$ cat src/rtl/command_issuer.sv
// command_issuer: buffers commands from a producer in a circular FIFO and
// issues them one at a time to the ALU controller with a one-cycle syscall
// strobe, then waits for ctrl_ready before issuing the next. The ALU flags
// are captured at every completion.
//
// Optional feature macro: CMD_ISSUER_STATS_EN adds the issued_cnt and
// cas_hit_cnt statistics outputs.
//
// Handshakes: the producer side is valid/ready. A push happens on a rising
// edge where cmd_valid && cmd_ready. cmd_ready is derived from the
// registered occupancy only. The controller side is strobe/ready: syscall
// pulses once per command, and ctrl_ready is sampled only while waiting
// for completion.
module command_issuer #(
    parameter int DEPTH = 8,
    parameter int CMD_W = 12
) (
    input  logic                     clk,
    input  logic                     reset,
    input  logic [CMD_W-1:0]         cmd_in,
    input  logic                     cmd_valid,
    output logic                     cmd_ready,
    output logic [CMD_W-1:0]         command,
    output logic                     syscall,
    input  logic                     ctrl_ready,
    input  logic                     O,
    input  logic                     C,
    input  logic                     Z,
    input  logic                     N,
    output logic [3:0]               flags_q,
    output logic                     done,
    output logic                     busy,
    output logic [$clog2(DEPTH):0]   count,
`ifdef CMD_ISSUER_STATS_EN
    output logic [31:0]              issued_cnt,
    output logic [31:0]              cas_hit_cnt,
`endif
    output logic [1:0]               o_dbg_state
);

    localparam int AW = $clog2(DEPTH);
    localparam int CW = AW + 1;

    typedef enum logic [1:0] {
        S_IDLE  = 2'd0,
        S_ISSUE = 2'd1,
        S_WAIT  = 2'd2
    } state_t;

    state_t           r_state;
    logic [CMD_W-1:0] r_mem [DEPTH];
    logic [AW-1:0]    r_wr_ptr;
    logic [AW-1:0]    r_rd_ptr;
    logic [CW-1:0]    r_count;
    logic [CMD_W-1:0] r_command;
    logic             r_syscall;
    logic             r_done;
    logic             r_busy;
    logic [3:0]       r_flags;
`ifdef CMD_ISSUER_STATS_EN
    logic [31:0]      r_issued_cnt;
    logic [31:0]      r_cas_hit_cnt;
`endif

    logic             w_full;
    logic             w_push;
    logic             w_pop;

    // A push while full is dropped even if a pop happens on the same edge.
    assign w_full = (r_count == CW'(DEPTH));
    assign w_push = cmd_valid && !w_full;
    assign w_pop  = (r_state == S_IDLE) && (r_count != '0);

    assign cmd_ready   = !w_full;
    assign count       = r_count;
    assign command     = r_command;
    assign syscall     = r_syscall;
    assign done        = r_done;
    assign busy        = r_busy;
    assign flags_q     = r_flags;
    assign o_dbg_state = r_state;
`ifdef CMD_ISSUER_STATS_EN
    assign issued_cnt  = r_issued_cnt;
    assign cas_hit_cnt = r_cas_hit_cnt;
`endif

    // FIFO storage: written on every accepted push, contents need no reset.
    always_ff @(posedge clk) begin
        if (w_push) begin
            r_mem[r_wr_ptr] <= cmd_in;
        end
    end

    // FIFO pointers and occupancy; pointers wrap naturally at DEPTH.
    always_ff @(posedge clk) begin
        if (reset) begin
            r_wr_ptr <= '0;
            r_rd_ptr <= '0;
            r_count  <= '0;
        end else begin
            if (w_push) begin
                r_wr_ptr <= r_wr_ptr + AW'(1);
            end
            if (w_pop) begin
                r_rd_ptr <= r_rd_ptr + AW'(1);
            end
            case ({w_push, w_pop})
                2'b10:   r_count <= r_count + CW'(1);
                2'b01:   r_count <= r_count - CW'(1);
                default: r_count <= r_count;
            endcase
        end
    end

    // Issue FSM: pop into the command register, strobe once, wait for completion.
    always_ff @(posedge clk) begin
        if (reset) begin
            r_state       <= S_IDLE;
            r_command     <= '0;
            r_syscall     <= 1'b0;
            r_done        <= 1'b0;
            r_busy        <= 1'b0;
            r_flags       <= 4'b0000;
`ifdef CMD_ISSUER_STATS_EN
            r_issued_cnt  <= '0;
            r_cas_hit_cnt <= '0;
`endif
        end else begin
            r_syscall <= 1'b0;
            r_done    <= 1'b0;
            case (r_state)
                S_IDLE: begin
                    if (w_pop) begin
                        r_command    <= r_mem[r_rd_ptr];
                        r_syscall    <= 1'b1;
                        r_busy       <= 1'b1;
                        r_state      <= S_ISSUE;
`ifdef CMD_ISSUER_STATS_EN
                        r_issued_cnt <= r_issued_cnt + 32'd1;
`endif
                    end
                end
                S_ISSUE: begin
                    // ctrl_ready is deliberately ignored here so a level left
                    // over from the previous command cannot complete this one.
                    r_state <= S_WAIT;
                end
                S_WAIT: begin
                    if (ctrl_ready) begin
                        r_flags <= {O, C, Z, N};
                        r_done  <= 1'b1;
                        r_busy  <= 1'b0;
                        r_state <= S_IDLE;
`ifdef CMD_ISSUER_STATS_EN
                        if ((r_command[CMD_W-1 -: 3] == 3'b111) && Z) begin
                            r_cas_hit_cnt <= r_cas_hit_cnt + 32'd1;
                        end
`endif
                    end
                end
                default: begin
                    r_state <= S_IDLE;
                    r_busy  <= 1'b0;
                end
            endcase
        end
    end

endmodule
$ cat config.mk
export PLATFORM = sky130hd
export DESIGN_NAME = command_issuer
export DESIGN_NICKNAME = d
export VERILOG_FILES = /design/src/rtl/command_issuer.sv
export SDC_FILE = /design/constraint.sdc
export NUM_CORES = 1
export LEC_CHECK = 0
export BUFFER_PORTS_ARGS = -buffer_cell sky130_fd_sc_hd__buf_2
export CELL_PAD_IN_SITES_DETAIL_PLACEMENT = 2
export CELL_PAD_IN_SITES_GLOBAL_PLACEMENT = 2
export CORE_MARGIN = 1.5
export CORE_UTILIZATION = 44
export DETAILED_ROUTE_END_ITERATION = 16
export GPL_ROUTABILITY_DRIVEN = 0
export PLACE_DENSITY = 0.76
export SLEW_MARGIN = 25
export SYNTH_ARGS = -nofsm -noshare
export SYNTH_HDL_FRONTEND = slang
export SYNTH_SLANG_ARGS = --single-unit
$ cat constraint.sdc
create_clock -name clk -period 2.95 [get_ports clk]
set_input_delay 0.295 -clock clk [delete_from_list [all_inputs] [get_ports clk]]
set_output_delay 0.295 -clock clk [all_outputs]
set_load 0.1 [all_outputs]
Yosys cells after proc, flatten, opt, wreduce, memory -nomap -nowiden
Memory sizes are Yosys's and may differ from the RTL's. A register that Yosys moved wholly into a read port is not among the register bits.
Index checks and enable logic that the tools add are counted.

word-level totals
  register bits = 19
  memory bits (writable) = 96
  bits of input ports = 20
  output and inout port bits = 26
  word-level logic and storage cells = 46
  memories = 1

memories
  memory  depth  width  read ports  clocked after Yosys merged registers in  wr ports  RTL line  text
  r_mem   8      12     1           1                                        1         51        logic [CMD_W-1:0] r_mem [DEPTH];

cells by class
  add/subtract/negate cells = 4
  equal/unequal tests = 7
  mux-type cells = 11
  bitwise operators = 3
  reductions and logical operators = 12

operator list
  cell                 number
  $pmux 4 s2           1
  $add 3x1->3 const B  2
  $mux 1               6
  $pmux 2 s3           1
  $reduce_and 2->1     3
  $add 4x1->4 const B  1
  $eq 2x1->1 const B   2
  $eq 2x2->1 const B   2
  $eq 4x4->1 const B   1
  $mux 2               2
  $ne 2x2->1 const B   2
  $reduce_bool 4->1    1
  $reduce_or 2->1      2
  $sub 4x1->4 const B  1
  $not 1->1            3
  $pmux 1 s3           1
  $reduce_and 3->1     1
  $logic_and 1x1->1    2
  $logic_not 2->1      1
  $reduce_bool 2->1    1
  $logic_not 1->1      1

Logic depth before layout (Yosys ltp)
  depth after elaboration = 5
  depth in mapped cells = 12
  mapped depth without buffers = 10

Worst setup path before layout
OpenSTA, ideal clock, no wires.

  path type = reg2reg
  start = reg r_count[1], in the netlist count[1]
  end = mem r_mem[0][0], enable pin
  library setup time = 0.412 ns
  data arrival time = 3.095 ns
  data required time = 2.538 ns
  setup slack = -0.557 ns
  cell stages (with the launch flop) = 6
  path buffers = 2
  clock period less this slack = 3.507 ns
  cell sequence = dfxtp_1 > buf_6 > or4b_1 > buf_2 > nand2_4 > nor4_1

between the ends
  word-level cells in the longest chain between the ends = 5

ends and longest elaborated chain
  what                          RTL line  text
  from (decl)                   54        logic [CW-1:0] r_count;
  from (signal assigned)        108       2'b10: r_count <= r_count + CW'(1);
  from (signal assigned)        109       2'b01: r_count <= r_count - CW'(1);
  from (signal assigned)        110       default: r_count <= r_count;
  $eq 4x4->1                    70        assign w_full = (r_count == CW'(DEPTH));
  $logic_not 1->1               --
  via cmd_ready                 22        output logic cmd_ready,
  $logic_and 1x1->1             71        assign w_push = cmd_valid && !w_full;
  $mux 1                        89        if (w_push) begin
  $mux 1 (not written as such)  90        r_mem[r_wr_ptr] <= cmd_in;
  to (decl)                     51

The timed path passes the listed nets, and every way through them passes these cells.

Worst setup path after layout
  start = reg r_count[1], in the netlist count[1]
  end = reg r_count[2], in the netlist count[2]

between the ends
  word-level cells in the longest chain between the ends = 5
  elaborated cells between the ends (all ways) = 11
  those cells by class = add/sub (2); eq/ne (3); mux (1); reduce/logical (5)

ends and longest elaborated chain
  what                                                    RTL line  text
  $eq 4x4->1                                              70
  $logic_not 1->1                                         71
  $logic_and 1x1->1                                       71
  $eq 2x1->1 / $eq 2x2->1 (equally long branches)         107       case ({w_push, w_pop})
  $pmux 4 s2 / $reduce_bool 2->1 (equally long branches)  --

Several ways; a longest one is shown, not always the timed one.
A chain may end at the register's enable or synchronous reset.

==> impl_metrics.csv <==
group,metric,value,unit
global_routing,antenna_found_initial,0,
cts,clk_latency,420,ps
pwr,sw_frac_of_total,37.89,%
global_routing,grt_max_degree,33,
sta,worst_slew_pin_slew,767.8,ps
floorplanning,io_pins,46,
cts,cts_hold_buf,0,
synth,synth_compound_area_share,2.572,%
synth,post-synth-top-area-cell,"edfxtp_1",
synth,synth_top_family_by_area,"multiplexers",
sta,finalCritPeriodShare,89.91,%
critical_path,crit_path_max_fanout,9,
routing,antenna_left,0,
global_routing,grt_pass1_wl,18.24,mm
placed_design,dp_hpwl,6.996,mm
sta,setup-tns-final,0,ps
critical_path,startpoint_type,"flip-flop",
final_layout,final_nets,367,
synth,synth_area,4962,um2
synth,synth_commonest_cells,"edfxtp_1, dfxtp_1, mux4_2, nor2_1, o22ai_1",
final_layout,fin_cells,495,
floorplanning,core_area,10940,um2
synth,synth_top_flop_cell,"edfxtp_1",
critical_path,r2r_slack,300,ps
routing,drt_iter0_markers,120,
synth,synth-edff-count,96,
sta,setup_viol,0,
routing,vias,2743,
synth,ys_seq_area_share,70.60,%
critical_path,critical_path_class,"reg -> reg",
pwr,switchingPower,2.477,mW
cts,postCtsSetupRepairBufs,0,
pwr,ir_worst_vdd,0.0005526,V
sta,slew_headroom,48.82,%
cts,clkTransAtPathRegs,60,ps
global_routing,grt.overflow.total,0,
placed_design,post-place-ws,365.2,ps
final_layout,drive_gt1_share,40.28,%
synth,synthCells,282,
synth,synthTopCellsByArea,"edfxtp_1, dfxtp_1, mux4_2",
floorplanning,die_area,11920,um2
cts,numCtsBuffers,17,
cts,tritoncts,"built",
cts,post_cts_resized,0,
pwr,clock_power_share,31.6,%
critical_path,end_kind,"flip-flop",
worst_hold_path,hold_path_end,"flags_q[3]$_SDFFE_PP0P_",
routing,vias_per_cell,5.541,
routing,dr.pass1.iters,4,
critical_path,rr_worst_depth,9,
pwr,power_leakage,2.116,nW
placed_design,dp_cells,463,
floorplanning,die_w,109.2,um
synth,avgSynthCellArea,17.60,um2
placed_design,port_buffers,45,
routing,drt_wl_total,12.04,mm
sta,fin_ws,297.6,ps
job,cap_violations,0,
critical_path,rr_startpoint,"count[1]$_SDFFE_PP0P_",
pwr,combPwrFrac,33.8,%
synth,synthesis.nets,307,
pwr,powerDensity,1099,nW/um2
synth,synthMuxAreaShare,12.33,%
final_layout,area_delta_synth_final,19.92,%
synth,synth.distinct_cells,40,
cts,cts_root_buf,"clkbuf_16",
floorplanning,num_rows,38,
cts,clock_sinks,127,
sta,clock_skew,9.421,ps
routing,route.detailed.drc,0,
cts,clock_path_buffers,2,
cts,htreeDepth,4,
critical_path,crit_required,3290,ps
pwr,p_int,4.061,mW
synth,synth_top_area_share,58.09,%
worst_hold_path,min_from,"O",
routing,wire_per_inst,24.32,um
synth,synth-simple-area-share,9.682,%
synth,yosysMostFrequentCell,"edfxtp_1",
global_routing,grt_pass1_vias,2991,
synth,synth_fa_ha_area_share,1.261,%
pwr,pwr-share-seq,34.6,%
synth,synth-seq-cells,127,
worst_hold_path,hold_depth,3,
synth,synth_xor_xnor_area_share,1.236,%
outcome,status,"completed",
critical_path,worst_ep_arrival_time,2990,ps
synth,async_flop_share,0,%
worst_hold_path,hold_path_class,"in -> reg",
floorplanning,die_h,109.2,um
critical_path,r2r-end,"count[2]$_SDFFE_PP0P_",
sta,fmax,377.0,MHz
final_layout,n_fill_cell,971,
sta,rsz0062_at_grt,"false",
synth,synth_warnings,0,
sta,slew_viol_final,0,
final_layout,insertedDiodeCount,0,
final_layout,final-seq-area,3511,um2
sta,final_hold_viol_count,0,
floorplanning,start_util,45.38,%
final_layout,multiInputGateArea,1370,um2
global_routing,track_usage,22.73,%
sta,fin_crit,2652,ps
[cells by family (layout without fill, tap and decap cells)]
family / count (synthesis) / in the layout
AO/OA/AOI/OAI: 22 / 22
XOR/XNOR: 7 / 7
adder cells (fa/ha/maj): 5 / 5
buffers and inverters: 17 / 90
flip-flops: 127 / 127
multiplexers: 31 / 31
AND/OR/NAND/NOR: 73 / 73
[registers in the layout, summed over array words and instances (netlist names)]
name and cells:
flags_q 4, count 4, o_dbg_state 2, r_rd_ptr 3, r_mem 96, r_wr_ptr 3, busy 1, command 12
syscall 1, done 1
[power by group through the flow]
stage | registers (mW) | clock network (mW) | logic (mW)
after global routing | 2.28 | 2.18 | 2.35
final | 2.26 | 2.07 | 2.21
after CTS | 2.26 | 2.11 | 2.24
after floorplan | 2.94 | 0 | 1.14
after detailed placement | 2.29 | 0 | 2.18
after global placement | 2.27 | 0 | 2.10
[cell type report]
cell class / instances / share of cell area [%]
multi-input combinational: 138 / 23.02
sequential: 127 / 59.00
timing repair buffer: 56 / 5.172
tap: 140 / 2.944
clock buffer: 19 / 7.275
inverter: 2 / 0.1262
clock inverter: 13 / 2.460
[metrics by stage]
step	area (um2)	hold WS [ps]	utilization, %	power, mW
global placement	5371	456.7	49.12	4.372
floorplan	4984	393.9	-	4.078
global route	5951	111.4	54.42	6.816
finish	5951	114.9	54.42	6.538
CTS	5951	99.74	54.42	6.615
detailed placement	5371	451.6	49.12	4.471
[worst max-delay path, stage by stage, from the launching register on]
cell and delay, ps:
dfxtp_2 370, or4b_1 670, nand2_4 210, ha_1 300
xor2_1 190, ha_1 160, a21oi_1 50, xor2_1 160
or3_1 310, a21oi_1 140
[worst max-delay path by stage]
stage	from	to	slack [ps]	cells past startpoint
6_report	count[1]$_SDFFE_PP0P_	count[2]$_SDFFE_PP0P_	300	9
5_1_grt	count[1]$_SDFFE_PP0P_	count[2]$_SDFFE_PP0P_	120	9
4_1_cts	count[1]$_SDFFE_PP0P_	count[2]$_SDFFE_PP0P_	320	9
3_5_place_dp	count[0]$_SDFFE_PP0P_	count[2]$_SDFFE_PP0P_	370	9
3_3_place_gp	count[0]$_SDFFE_PP0P_	count[2]$_SDFFE_PP0P_	470	9
2_1_floorplan	count[1]$_SDFFE_PP0P_	count[3]$_SDFFE_PP0P_	70	11
[layout by cell type (no fill, tap or decap), drive strengths merged]
cell type,n
o22ai,12
a21oi,5
nor4,1
nor2,32
o21ai,4
inv,2
nand3b,1
or3,1
ha,5
nand2b,2
buf,56
mux4,24
edfxtp,96
clkinv,6
mux2,1
nand3,6
dfxtp,31
nor2b,2
clkinvlp,4
bufinv,3
nand2,8
mux2i,6
nor3,16
xnor2,2
clkbuf,19
xor2,5
or4,1
nor4b,1
nor4bb,1
or4b,1
o31ai,1
[per-layer routing]
metal | part of all wire [%] | global-route usage [%] | vias up
met5 | 0 | 0 | -
met4 | 3.2 | 11.50 | 0
met2 | 50 | 36.92 | 77
met3 | 4.4 | 6.157 | 22
li1 | - | - | 1219
met1 | 43 | 28.04 | 1425
No activity file was read; power rests on OpenSTA's default activity.
